[src/rtl/collision_probe.sv]
`timescale 1ns/1ps
// collision_probe
//   Reads back the runner's sprite bounding box from the framebuffer and
//   reports whether any pixel in it holds the obstacle colour. The game-control
//   FSM uses the result to decide death before it redraws the man.
//
// Ports
//   clk, reset_n           clock, asynchronous active-low reset
//   start                  probe request, sampled only in IDLE
//   x_in, y_in, man_style  sprite origin (top-left) and box select (1 = normal)
//   rd_en, rd_x, rd_y      framebuffer read strobe and address
//   rd_color               read data, valid RD_LAT cycles after rd_en
//   busy, done             scan in progress / one-cycle result pulse
//   hit, hit_x, hit_y      first obstacle pixel in row-major order
//   state_dbg_o            current FSM state, for observation only
//
// Handshake: start is a request taken only while IDLE; the cycle after it is
// taken busy rises and stays high until the cycle done pulses, and hit/hit_x/
// hit_y are valid from that done cycle until the next accepted start.
//
// Build option
//   COLLISION_EARLY_EXIT_EN  when defined, the first hit ends the probe at once
//                            (pending reads are dropped); otherwise every probe
//                            takes the full fixed latency N + RD_LAT + 1.
module collision_probe #(
  parameter logic [2:0] OBST_COLOR = 3'b100,
  parameter int         RD_LAT     = 1,
  parameter int         X_MAX      = 159,
  parameter int         Y_MAX      = 119
) (
  input  logic       clk,
  input  logic       reset_n,
  input  logic       start,
  input  logic [7:0] x_in,
  input  logic [6:0] y_in,
  input  logic       man_style,
  output logic       rd_en,
  output logic [7:0] rd_x,
  output logic [6:0] rd_y,
  input  logic [2:0] rd_color,
  output logic       busy,
  output logic       done,
  output logic       hit,
  output logic [7:0] hit_x,
  output logic [6:0] hit_y,
  output logic [1:0] state_dbg_o
);

  localparam logic [1:0] S_IDLE   = 2'd0;
  localparam logic [1:0] S_SCAN   = 2'd1;
  localparam logic [1:0] S_DRAIN  = 2'd2;
  localparam logic [1:0] S_REPORT = 2'd3;

  logic [1:0] state_q, state_d;
  logic [7:0] org_x_q, org_x_d;
  logic [6:0] org_y_q, org_y_d;
  logic       style_q, style_d;
  logic [2:0] off_x_q, off_x_d;   // offset of the slot currently on rd_x/rd_y
  logic [2:0] off_y_q, off_y_d;
  logic [2:0] drain_q, drain_d;
  logic       rd_en_q, rd_en_d;
  logic [7:0] rd_x_q, rd_x_d;
  logic [6:0] rd_y_q, rd_y_d;
  logic       hit_q, hit_d;
  logic [7:0] hit_x_q, hit_x_d;
  logic [6:0] hit_y_q, hit_y_d;

  // Read-tracking pipeline: entry RD_LAT-1 lines up with rd_color.
  logic       pipe_v_q [RD_LAT];
  logic [7:0] pipe_x_q [RD_LAT];
  logic [6:0] pipe_y_q [RD_LAT];

  logic       issue;
  logic       flush;
  logic       new_hit;
  logic [7:0] base_x;
  logic [6:0] base_y;
  logic [2:0] sel_off_x, sel_off_y;
  logic [2:0] nxt_off_x, nxt_off_y;
  logic [8:0] abs_x;
  logic [7:0] abs_y;
  logic       in_range;
  logic       last_slot;

  // Both boxes end on offset (6,6), so the last slot needs no counter.
  assign last_slot = (off_x_q == 3'd6) && (off_y_q == 3'd6);

  assign new_hit = pipe_v_q[RD_LAT-1] && (rd_color == OBST_COLOR) && !hit_q &&
                   ((state_q == S_SCAN) || (state_q == S_DRAIN));

  // The read address register is loaded one edge ahead: on start it takes
  // slot 0 from the live inputs, during SCAN it takes the following slot.
  always_comb begin
    nxt_off_x = off_x_q + 3'd1;
    nxt_off_y = off_y_q;
    if (off_x_q == 3'd6) begin
      nxt_off_x = style_q ? 3'd0 : 3'd1;
      nxt_off_y = off_y_q + 3'd1;
    end
    if (state_q == S_IDLE) begin
      base_x    = x_in;
      base_y    = y_in;
      sel_off_x = man_style ? 3'd0 : 3'd1;
      sel_off_y = man_style ? 3'd0 : 3'd3;
    end else begin
      base_x    = org_x_q;
      base_y    = org_y_q;
      sel_off_x = nxt_off_x;
      sel_off_y = nxt_off_y;
    end
    abs_x    = {1'b0, base_x} + {6'd0, sel_off_x};
    abs_y    = {1'b0, base_y} + {5'd0, sel_off_y};
    in_range = (abs_x <= 9'(X_MAX)) && (abs_y <= 8'(Y_MAX));
  end

  always_comb begin
    state_d = state_q;
    org_x_d = org_x_q;
    org_y_d = org_y_q;
    style_d = style_q;
    off_x_d = off_x_q;
    off_y_d = off_y_q;
    drain_d = drain_q;
    rd_en_d = 1'b0;
    rd_x_d  = rd_x_q;
    rd_y_d  = rd_y_q;
    hit_d   = hit_q;
    hit_x_d = hit_x_q;
    hit_y_d = hit_y_q;
    issue   = 1'b0;
    flush   = 1'b0;

    case (state_q)
      S_IDLE: begin
        if (start) begin
          org_x_d = x_in;
          org_y_d = y_in;
          style_d = man_style;
          off_x_d = sel_off_x;
          off_y_d = sel_off_y;
          hit_d   = 1'b0;
          hit_x_d = 8'd0;
          hit_y_d = 7'd0;
          issue   = 1'b1;
          state_d = S_SCAN;
        end
      end
      S_SCAN: begin
        if (last_slot) begin
          drain_d = 3'd0;
          state_d = S_DRAIN;
        end else begin
          off_x_d = sel_off_x;
          off_y_d = sel_off_y;
          issue   = 1'b1;
        end
      end
      S_DRAIN: begin
        if (drain_q == 3'(RD_LAT - 1)) state_d = S_REPORT;
        else                           drain_d = drain_q + 3'd1;
      end
      default: state_d = S_IDLE;
    endcase

    // Clipped slots still use their cycle but issue no read; the address
    // register holds so the read mux does not toggle.
    if (issue && in_range) begin
      rd_en_d = 1'b1;
      rd_x_d  = abs_x[7:0];
      rd_y_d  = abs_y[6:0];
    end

    if (new_hit) begin
      hit_d   = 1'b1;
      hit_x_d = pipe_x_q[RD_LAT-1];
      hit_y_d = pipe_y_q[RD_LAT-1];
`ifdef COLLISION_EARLY_EXIT_EN
      state_d = S_REPORT;
      rd_en_d = 1'b0;
      flush   = 1'b1;
`endif
    end
  end

  always_ff @(posedge clk or negedge reset_n) begin
    if (!reset_n) begin
      state_q <= S_IDLE;
      org_x_q <= 8'd0;
      org_y_q <= 7'd0;
      style_q <= 1'b0;
      off_x_q <= 3'd0;
      off_y_q <= 3'd0;
      drain_q <= 3'd0;
      rd_en_q <= 1'b0;
      rd_x_q  <= 8'd0;
      rd_y_q  <= 7'd0;
      hit_q   <= 1'b0;
      hit_x_q <= 8'd0;
      hit_y_q <= 7'd0;
    end else begin
      state_q <= state_d;
      org_x_q <= org_x_d;
      org_y_q <= org_y_d;
      style_q <= style_d;
      off_x_q <= off_x_d;
      off_y_q <= off_y_d;
      drain_q <= drain_d;
      rd_en_q <= rd_en_d;
      rd_x_q  <= rd_x_d;
      rd_y_q  <= rd_y_d;
      hit_q   <= hit_d;
      hit_x_q <= hit_x_d;
      hit_y_q <= hit_y_d;
    end
  end

  always_ff @(posedge clk or negedge reset_n) begin
    if (!reset_n) begin
      for (int i = 0; i < RD_LAT; i++) begin
        pipe_v_q[i] <= 1'b0;
        pipe_x_q[i] <= 8'd0;
        pipe_y_q[i] <= 7'd0;
      end
    end else begin
      pipe_v_q[0] <= rd_en_q && !flush;
      pipe_x_q[0] <= rd_x_q;
      pipe_y_q[0] <= rd_y_q;
      for (int i = 1; i < RD_LAT; i++) begin
        pipe_v_q[i] <= pipe_v_q[i-1] && !flush;
        pipe_x_q[i] <= pipe_x_q[i-1];
        pipe_y_q[i] <= pipe_y_q[i-1];
      end
    end
  end

  assign rd_en       = rd_en_q;
  assign rd_x        = rd_x_q;
  assign rd_y        = rd_y_q;
  assign busy        = (state_q == S_SCAN) || (state_q == S_DRAIN);
  assign done        = (state_q == S_REPORT);
  assign hit         = hit_q;
  assign hit_x       = hit_x_q;
  assign hit_y       = hit_y_q;
  assign state_dbg_o = state_q;

endmodule
[config.mk]
export PLATFORM = sky130hd
export DESIGN_NAME = collision_probe
export DESIGN_NICKNAME = d
export VERILOG_FILES = /design/src/rtl/collision_probe.sv
export SDC_FILE = /design/constraint.sdc
export NUM_CORES = 1
export LEC_CHECK = 0
export CAP_MARGIN = 5
export CORE_MARGIN = 2
export CORE_UTILIZATION = 60
export DETAILED_ROUTE_END_ITERATION = 8
export DONT_BUFFER_PORTS = 1
export PLACE_DENSITY = 0.82
export SLEW_MARGIN = 25
export SYNTH_ARGS = -nofsm -noshare
export SYNTH_HDL_FRONTEND = slang
export SYNTH_SLANG_ARGS = --single-unit
[constraint.sdc]
create_clock -name clk -period 4.9 [get_ports clk]
set_input_delay 0.49 -clock clk [delete_from_list [all_inputs] [get_ports clk]]
set_output_delay 0.49 -clock clk [all_outputs]
set_load 0.03 [all_outputs]
Word-level counts from Yosys, hierarchy flattened
Index checks and enable logic that the tools add are counted.

word-level totals
  bits in registers = 75
  output and inout bits = 36
  bits of input ports = 22
  word-level logic and storage cells = 88

operators by class
  add/sub/neg operators = 5
  order comparisons = 2
  reduce and logical (&&, ||, !) cells = 19
  multiplexer cells = 35
  eq/ne operators = 11

operators by type and width
  cell                                                                    number
  8-bit two-way mux                                                       4
  3-bit two-way mux                                                       10
  7-bit two-way mux                                                       4
  3-bit case mux with 2 select lines                                      3
  2-bit != test (second input constant)                                   5
  3-bit by 1-bit adder with 3-bit output (second input constant)          3
  8-bit by 3-bit adder with 9-bit output                                  1
  3-bit == test (second input constant)                                   3
  9-bit by 8-bit <= comparator with 1-bit output (second input constant)  1
  3-bit AND reduction                                                     3
  7-bit by 3-bit adder with 8-bit output                                  1
  8-bit by 7-bit <= comparator with 1-bit output (second input constant)  1
  1-bit two-way mux                                                       8
  2-bit two-way mux                                                       4
  2-bit nonzero test                                                      4
  1-bit logical AND                                                       6
  2-bit case mux with 3 select lines                                      1
  2-bit == test (second input constant)                                   2
  2-bit AND reduction                                                     2
  3-bit logical NOT                                                       1
  2-bit by 1-bit == test with 1-bit output (second input constant)        1
  2-bit logical NOT                                                       1
  1-bit case mux with 2 select lines                                      1
  1-bit logical NOT                                                       1
  1-bit logical OR                                                        1

Depth between registers and ports, before layout
Gate-level depths: netlist of run 1.

  word-level depth = 8
  mapped depth = 17
  gate-level depth less buffers = 13

Worst setup path before layout of run 1
OpenSTA, ideal clock, no wires.

  path type = reg2reg
  start point = register state_q[0], in the netlist state_dbg_o[0]
  end point = register rd_x_q[3], in the netlist rd_x[3]
  cell stages (with the launch flop) = 17
  clock period less this slack = 4304 ps
  arrival time = 4179 ps
  buffers on the path = 5
  data required time = 4775 ps
  setup time = 125 ps
  path slack = 596 ps
  cells stage by stage = dfrtp_1 > inv_1 > ha_1 > buf_6 > buf_12 > clkbuf_1 > clkbuf_1 > mux2_2 > ha_1 > fa_1 > a21oi_1 > a211oi_1 > a22oi_2 > o311ai_2 > a311oi_4 > buf_8 > mux2_4

between the ends
  longest elaborated chain between the ends = 6
  elaborated cells on any way between the ends = 13
  classes of those cells = add/sub (2); order compare (2); eq/ne (1); mux (5); reduce/logical (3)

ends and longest elaborated chain
  item                                                                                                              line      RTL
  from (decl)                                                                                                       54        logic [1:0] state_q, state_d;
  from (signal assigned)                                                                                            201       state_q <= state_d;
  2-bit logical NOT                                                                                                 100, 133
  8-bit two-way mux (tied with other cells)                                                                         100       if (state_q == S_IDLE) begin
  8-bit by 3-bit adder with 9-bit output or 7-bit by 3-bit adder with 8-bit output (tied branches)                  111, 112
  9-bit by 8-bit <= comparator with 1-bit output or 8-bit by 7-bit <= comparator with 1-bit output (tied branches)  113       in_range = (abs_x <= 9'(X_MAX)) && (abs_y <= 8'(Y_MAX));
  1-bit logical AND                                                                                                 113
  1-bit logical AND                                                                                                 167       if (issue && in_range) begin
  to (signal assigned)                                                                                              209       rd_x_q <= rd_x_d;
  to (decl)                                                                                                         62        logic [7:0] rd_x_q, rd_x_d;

Several ways; a longest one is shown, not always the timed one.
A chain may end at the register's enable or synchronous reset.

Worst setup path after layout of run 1
  start point = register state_q[0], in the netlist state_dbg_o[0]
  end point = register rd_x_q[2], in the netlist rd_x[2]

The elaborated chain is that of the path after synthesis.

==> results of run 1 <==
==> metrics by stage <==
step | std cells | instance area, sq um | setup slack (ns)
finish | 395 | 3940 | 0.740
floorplan | 309 | 3620 | 0.596
detailed placement | 378 | 3680 | 0.773
global placement | 378 | 3680 | 0.945
CTS | 395 | 3940 | 0.745
global route | 395 | 3940 | 0.503
==> cell type report <==
class	count	area (sq um)
timing repair buffer	6	65.1
sequential	75	1880
clock inverter	5	85.1
multi-input combinational	206	1610
tap	75	93.8
clock buffer	11	141
inverter	17	63.8
fill	451	1950
==> flip-flops by register name (all words and copies together) (netlist names), 7 cells and up <==
register / cells
hit_x: 8
org_x_q: 8
pipe_x_q: 8
rd_x: 8
hit_y: 7
org_y_q: 7
pipe_y_q: 7
rd_y: 7
==> cell usage after synthesis, types with 2 or more instances <==
library cell,number,area (sq um)
nor3_1,3,15.0
ha_1,14,175
nor2_1,10,37.5
nand3_1,6,30.0
inv_1,17,63.8
clkbuf_1,7,26.3
o21ai_0,23,115
mux2_2,30,338
fa_1,2,40.0
xnor2_1,10,87.6
nand2_1,42,158
mux2_4,5,75.1
nand3b_1,5,37.5
a32oi_1,2,17.5
mux2i_1,8,80.1
dfrtp_1,75,1880
nand2b_1,4,25.0
xor2_1,3,26.3
a22oi_1,2,15.0
nor2b_1,4,25.0
a21oi_1,10,50.1
a32o_1,2,20.0
==> worst paths after layout <==
check | from | end | depth (start not counted)
max reg2reg | state_dbg_o[0] | rd_x[2] | 12
max | state_dbg_o[0] | rd_x[2] | 12
min | reset_n | hit_y[0] | 1
max in group asynchronous | reset_n | org_y_q[5] | 1
min reg2reg | pipe_y_q[2] | hit_y[2] | 2
min in group clk | y_in[2] | org_y_q[2] | 1
==> worst reg2reg max path, stage by stage (launching register included) <==
cell and delay (ns):
dfrtp_1 0.53, inv_1 0.18, ha_1 0.59, buf_4 0.35, mux2_2 0.40, fa_1 0.43, a21oi_1 0.21, a211oi_1 0.11
a22oi_2 0.20, o311ai_2 0.17, a311oi_4 0.22, buf_4 0.29, mux2_2 0.37
==> logic make-up (layout without fill, tap and decap cells) <==
kind of cell,after synthesis,count (layout)
flops,75,75
buf+inv,28,39
compound gates,55,55
xor+xnor,13,13
fa+ha+maj,16,16
mux,45,45
simple gates,77,77
==> power breakdown <==
part	switching, W	internal [W]	total [W]
combinational	0.0000212	0.0000114	0.0000326
sequential	0.0000610	0.000640	0.000701
clock	0.000229	0.000304	0.000532
==> timing repair <==
item | 4_1_cts | 5_1_grt
hold buffers | 1 | 0
hold endpoints to repair | 75 | 0
endpoints found under the setup margin | 0 | 0
==> per-layer routing <==
layer / vias to the layer above / wire length, um
li1: 1086 / -
met1: 1122 / 2860
met2: 53 / 3360
met3: 15 / 469
met4: 0 / 110
met5: - / 0
==> results_dict.tcl, run 1 <==
set metrics [dict create \
    via_count 2276 \
    clk_pin_slew_worst_paths_ns 0.08 \
    dieWidth_um 81.7 \
    drc_errors 0 \
    cp.arrival_ns 4.39 \
    r2r_slack_ns 0.74 \
    grt_max_degree 76 \
    fmax_ghz 0.240 \
    period_needed_ns 4.16 \
    syn_area_sq_um 3620 \
    hold_path_class "in2async" \
    port_buffers 0 \
    dr.pass1.iters 4 \
    yosysWarnings 0 \
    met3_usage 0.0846 \
    antenna_cells 0 \
    grt_util_all_layers 0.222 \
    synthFlopType "dfrtp_1" \
    final_common_cell "dfrtp_1" \
    end_kind "flip-flop" \
    synth_seq_cells 75 \
    syn-num-nets 347 \
    cp-start-kind "flip-flop" \
    nNetsFinal 353 \
    yosys.area_share.simple 0.0964 \
    postLayoutCoreUtil 0.669 \
    busiest_layer "met2" \
    synth_cell_types 47 \
    ios 58 \
    cp_top_family "adder cells" \
    synth_adder_area_share 0.0594 \
    total_power_w 0.00127 \
    ctsResizeCount 0 \
    place_congestion 0.790 \
    drtIter0Drc 86 \
    clkLatencyLatePin_ns 0.34 \
    grt_pass1_vias 2285 \
    drive_gt1_frac 0.209 \
    crit_chain "inv_1, ha_1, buf_4, mux2_2, fa_1, a21oi_1, a211oi_1, a22oi_2, o311ai_2, a311oi_4, buf_4, mux2_2" \
    overflow 0 \
    worst_pin_slew_ns 0.706 \
    finalCritPeriodShare 0.849 \
    crit_required_ns 5.13 \
    status "completed" \
    die_height_um 81.7 \
    slew_violations 0 \
    max-cap-violations 0 \
    antenna_left 0 \
    hold_viol 0 \
    slew_headroom 0.528 \
    final_cell_mix "dfrtp_1 (75), nand2_1 (42), mux2_2 (30)" \
    fin_tns_setup_ns 0 \
    total_leakage_power_nw 1.79 \
    synthXorXnorAreaFrac 0.0314 \
    synth_top_family_by_area "multiplexers" \
    cts_tree "built" \
    start_util 0.615 \
    wirelength_um 6810 \
    grt_setup_unrepaired "no" \
    finalClockSkew_ns 0.00958 \
    hold_slack_ns 0.0292 \
    critical_path_class "reg2reg" \
    area_growth_pct 8.67 \
    num_rows 28 \
    ys_seq_area_frac 0.518 \
    postSynthCellCount 309 \
    synth_edf_count 0 \
    cts_setup_buffers 0 \
    powerDensity_nw_per_um2 322 \
    finalSetupViolCount 0 \
    cts_buffers 9 \
    syn_avg_cell_area_sq_um 11.7 \
    ir_drop_mv 0.225 \
    viasPerCell 5.76 \
    met1_usage 0.265 \
    die_area_sq_um 6670 \
    met2_usage 0.361 \
    coreArea_sq_um 5890 \
    synthMuxAreaShare 0.146 \
    hpwl_um 4600 \
    root_buffer "clkbuf_8" \
    path_max_fanout 16 \
    antenna_found_initial 0 \
    wl_per_cell_um 17.2 \
    grt_pass1_wl_um 10800 \
    htree_num_levels 3 \
    clock_path_buffers 2 \
    async_flop_share 1.00 \
    cp_num_buf_inv 3 \
    slowest_delay_ns 0.59 \
    synth_compound_area_frac 0.110 \
    clkSinkCount 75 \
    cp_slowest_cell "ha_1" \
]
Note: power is estimated with default switching activity, not from simulation.
==> run 2: changes to the inputs <==
clock period = 4 ns   (was 4.9 ns; I/O delays follow)
==> run 2 against run 1 <==
Net effect: utilization about the same; setup slack got worse by 0.52 ns; combinational power increased by 27%; critical path type unchanged; clock skew increased by 0.0022 ns; register-to-register slack got worse by 0.52 ns; highest routed layer unchanged; largest cell class unchanged; sequential cell count unchanged; sequential power increased by 23%.
==> results_dict.tcl, run 2 (same netlist as run 1, synthesis figures left out) <==
set metrics [dict create \
    status "completed" \
    finalSetupViolCount 0 \
    hpwl_um 4570 \
    clk_pin_slew_worst_paths_ns 0.09 \
    antenna_cells 0 \
    powerDensity_nw_per_um2 376 \
    cp_top_family "compound AO/OA/AOI/OAI gates" \
    worst_pin_slew_ns 0.692 \
    num_rows 28 \
    root_buffer "clkbuf_8" \
    ir_drop_mv 0.274 \
    fin_ws_ns 0.217 \
    holdPathStages 1 \
    grt_pass1_vias 2148 \
    placed_area_sq_um 3690 \
    fin_tns_setup_ns 0 \
    final_common_cell "dfrtp_1" \
    cp_num_buf_inv 3 \
    clkLatencyLatePin_ns 0.34 \
    slew_headroom 0.538 \
    critical_path_class "reg2reg" \
    cp-start-kind "flip-flop" \
    via_count 2248 \
    cts_tree "built" \
    r2r_end "rd_y[2]" \
    period_needed_ns 3.78 \
    coreArea_sq_um 5890 \
    drc_errors 0 \
    wirelength_um 6410 \
    slowest_delay_ns 0.50 \
    die_height_um 81.7 \
    slew_violations 0 \
    drtIter0Drc 134 \
    holdCritStartpoint "x_in[7]" \
    cts_setup_buffers 0 \
    final_cell_area_sq_um 3930 \
    cts_buffers 9 \
    area_growth_pct 8.60 \
    total_leakage_power_nw 1.78 \
    place_congestion 0.802 \
    grt_pass1_wl_um 10400 \
    r2r-start "state_dbg_o[1]" \
    antenna_found_initial 0 \
    finalCritPeriodShare 0.946 \
    fmax_ghz 0.264 \
    die_area_sq_um 6670 \
    clkSinkCount 75 \
    nNetsFinal 355 \
    cp.arrival_ns 4.00 \
    post-place-ws_ns 0.184 \
    crit_chain "inv_1, ha_1, buf_6, mux2_2, fa_1, a21oi_1, a211oi_1, a22oi_2, o311ai_2, a311oi_4, buf_4, mux2_2" \
    path_max_fanout 23 \
    antenna_left 0 \
    cpMostUsedCell "mux2_2" \
    grt_util_all_layers 0.210 \
    crit_required_ns 4.22 \
    grt_setup_unrepaired "no" \
    r2r_cells 12 \
    end_kind "flip-flop" \
    postLayoutCoreUtil 0.668 \
    dr.pass1.iters 4 \
    hold_viol 0 \
    drive_gt1_frac 0.220 \
    hold_path_class "in2reg" \
    port_buffers 0 \
    final_cell_mix "dfrtp_1 (73), nand2_1 (42), mux2_2 (30)" \
    hold_path_end "org_x_q[7]" \
    cp_slowest_cell "dfrtp_2" \
    finalClockSkew_ns 0.0118 \
    max-cap-violations 0 \
    dieWidth_um 81.7 \
    htree_num_levels 3 \
    r2r_slack_ns 0.22 \
    hold_slack_ns 0.206 \
    viasPerCell 5.66 \
    wl_per_cell_um 16.1 \
    clock_path_buffers 2 \
    ios 58 \
    grt_max_degree 76 \
    start_util 0.615 \
    overflow 0 \
]
-- run 2: cell count changes in the layout (fill, tap and decap cells not counted), sizes merged --
cell,before,now
buf,6,7
bufinv,2,1
clkbuf,11,9
clkinv,1,3
clkinvlp,1,2
dlygate4sd3,0,1
-- run 2: through the flow --
stage | std cells | total power, W
floorplan | 309 | 0.000889
global placement | 379 | 0.000894
detailed placement | 379 | 0.000900
CTS | 397 | 0.00149
global route | 397 | 0.00153
finish | 397 | 0.00148
-- run 2: what timing repair did --
item / 4_1_cts / 5_1_grt
gates resized for setup: 0 / 1
endpoints found under the hold margin: 75 / 0
setup endpoints to repair: 0 / 7
hold buffers: 2 / 0
-- run 2: layout make-up --
cell class,instances,area (sq um)
multi-input cells,206,1610
repair buffers,8,86.3
inverters,17,63.8
fillers,430,1950
clock inverters,7,76.3
flip-flops and latches,75,1880
clock buffers,9,124
well taps,75,93.8
-- run 2: power breakdown --
group / internal (W) / switching, W / leakage [nW] / total (W)
clock network: 0.000291 / 0.000285 / 0.0958 / 0.000576
logic: 0.0000146 / 0.0000268 / 0.724 / 0.0000414
registers: 0.000784 / 0.0000753 / 0.962 / 0.000860
total: 0.00109 / 0.000387 / 1.78 / 0.00148
-- run 2: per-layer routing --
| layer | GRT usage | up-vias | wire length (um) |
|---|---|---|---|
| li1 | - | 1090 | - |
| met1 | 0.278 | 1076 | 2870 |
| met2 | 0.313 | 74 | 2950 |
| met3 | 0.0681 | 8 | 483 |
| met4 | 0.0967 | 0 | 102 |
| met5 | 0 | - | 0 |
-- run 2: worst max path at each step --
stage	startpoint	to	slack (ns)	depth (start not counted)
after floorplan	state_dbg_o[0]	rd_x[3]	0.03	16
after global placement	state_dbg_o[1]	rd_y[2]	0.28	12
after detailed placement	state_dbg_o[1]	rd_x[2]	0.18	12
after CTS	state_dbg_o[1]	rd_y[2]	0.16	12
after global routing	state_dbg_o[1]	rd_x[2]	0.02	12
final	state_dbg_o[1]	rd_y[2]	0.22	12
-- run 2: worst reg2reg max path, stage by stage (launching register included) --
cell	delay [ns]
dfrtp_2	0.50
inv_1	0.11
ha_1	0.33
buf_6	0.28
mux2_2	0.40
fa_1	0.44
a21oi_1	0.23
a211oi_1	0.11
a22oi_2	0.18
o311ai_2	0.16
a311oi_4	0.28
buf_4	0.29
mux2_2	0.36
==> run 3: changes to the inputs <==
CORE_UTILIZATION = 53   (was 60)
DONT_BUFFER_PORTS = default   (was 1)
PLACE_DENSITY = 0.85   (was 0.82)
==> run 3 against run 2 <==
Net effect: clock skew down 0.0029 ns; largest cell class unchanged; critical path type unchanged; largest power group unchanged; setup slack better by 0.095 ns; via count is 12% higher.
==> results_dict.tcl, run 3 (same netlist as run 1, synthesis figures left out) <==
set metrics [dict create \
    clk_pin_slew_worst_paths_ns 0.08 \
    dr.pass1.iters 4 \
    root_buffer "clkbuf_8" \
    start_util 0.539 \
    end_kind "flip-flop" \
    r2r-start "state_dbg_o[0]" \
    drive_gt1_frac 0.188 \
    slew_headroom 0.529 \
    cp_top_family "adder cells" \
    cp_slowest_cell "dfrtp_2" \
    dp.cells 441 \
    finalSetupViolCount 0 \
    viasPerCell 5.50 \
    grt_util_all_layers 0.195 \
    wl_per_cell_um 14.6 \
    fin_tns_setup_ns 0 \
    crit_required_ns 4.23 \
    drtIter0Drc 116 \
    grt_pass1_vias 2476 \
    die_area_sq_um 7510 \
    nNetsFinal 410 \
    cp_num_buf_inv 4 \
    hold_viol 0 \
    area_growth_pct 24.3 \
    cts_hold_buf 0 \
    port_buffers 57 \
    worst_pin_slew_ns 0.705 \
    clock_path_buffers 2 \
    multi_input_area_sq_um 1610 \
    layoutNonFillerInstCount 457 \
    num_rows 30 \
    crit_chain "inv_1, ha_1, buf_4, mux2_2, ha_1, inv_1, fa_1, nor2b_1, o21bai_1, xnor2_1, o311ai_2, a311oi_4, buf_4, mux2_2" \
    coreArea_sq_um 6720 \
    total_leakage_power_nw 2.00 \
    clkLatencyLatePin_ns 0.35 \
    cts_buffers 9 \
    grt_setup_unrepaired "no" \
    finalCritPeriodShare 0.922 \
    drc_errors 0 \
    max-cap-violations 0 \
    regArea_sq_um 1880 \
    final_common_cell "dfrtp_1" \
    critical_path_class "reg2reg" \
    path_max_fanout 19 \
    cts_setup_buffers 0 \
    slew_violations 0 \
    antenna_cells 0 \
    hpwl_um 4710 \
    ir_drop_mv 0.209 \
    cp.arrival_ns 3.92 \
    fmax_ghz 0.271 \
    cp-start-kind "flip-flop" \
    period_needed_ns 3.69 \
    grt_pass1_wl_um 11400 \
    htree_num_levels 3 \
    r2r_slack_ns 0.31 \
    r2r_end "rd_x[0]" \
    r2r_cells 14 \
    grt_max_degree 52 \
    cts_tree "built" \
    fillers 498 \
    ctsResizeCount 0 \
    clkSinkCount 75 \
    overflow 0 \
    status "completed" \
    place_congestion 0.850 \
    die_height_um 86.7 \
    antenna_left 0 \
    hold_path_class "in2async" \
    via_count 2513 \
    powerDensity_nw_per_um2 365 \
    slowest_delay_ns 0.43 \
    finalClockSkew_ns 0.00890 \
    ios 58 \
    antenna_found_initial 0 \
    final_cell_mix "dfrtp_1 (73), clkdlybuf4s50_1 (56), nand2_1 (42)" \
    dieWidth_um 86.7 \
    startpoint "state_dbg_o[0]" \
    wirelength_um 6690 \
]
[run 3: routing by layer]
layer	vias to the layer above	GRT usage	wire, um
li1	1207	-	-
met1	1218	0.252	2860
met2	75	0.325	3380
met3	13	0.0419	323
met4	0	0.0668	126
met5	-	0	0
[run 3: worst max path at each step]
| stage | slack [ns] | cells after the start | endpoint |
|---|---|---|---|
| after floorplan | 0.03 | 16 | rd_x[3] |
| after global placement | 0.49 | 12 | rd_y[2] |
| after detailed placement | 0.30 | 14 | rd_x[0] |
| after CTS | 0.29 | 14 | rd_x[0] |
| after global routing | 0.05 | 14 | rd_x[0] |
| final | 0.31 | 14 | rd_x[0] |
[run 3: through the flow]
stage	total power [W]	worst slack, ns	util	hold slack, ns	instance area [sq um]
floorplan	0.000889	0.0253	-	0.104	3640
global placement	0.000987	0.487	0.634	0.380	4260
detailed placement	0.000990	0.300	0.635	0.373	4270
CTS	0.00165	0.286	0.670	0.0842	4500
global route	0.00171	0.0519	0.670	0.112	4500
finish	0.00164	0.311	0.670	0.0514	4500
[run 3: worst register-to-register path: stages (launching register included)]
cell and delay, ns:
dfrtp_2 0.43, inv_1 0.10, ha_1 0.28, buf_4 0.29, mux2_2 0.19, ha_1 0.17, inv_1 0.07, fa_1 0.40
nor2b_1 0.14, o21bai_1 0.10, xnor2_1 0.27, o311ai_2 0.16, a311oi_4 0.30, buf_4 0.30, mux2_2 0.37
[run 3: report_power, final]
group,switching (W),internal [W],leakage [nW]
registers,0.0000131,0.000785,0.962
clock network,0.000281,0.000387,0.116
logic,0.000101,0.0000752,0.922
[run 3: area by class of cell]
type | instances | area share
Clock buffer | 11 | 0.0336
Multi-Input combinational cell | 206 | 0.357
Clock inverter | 5 | 0.0189
Inverter | 17 | 0.0142
Tap cell | 80 | 0.0222
Sequential cell | 75 | 0.417
Timing Repair Buffer | 63 | 0.136
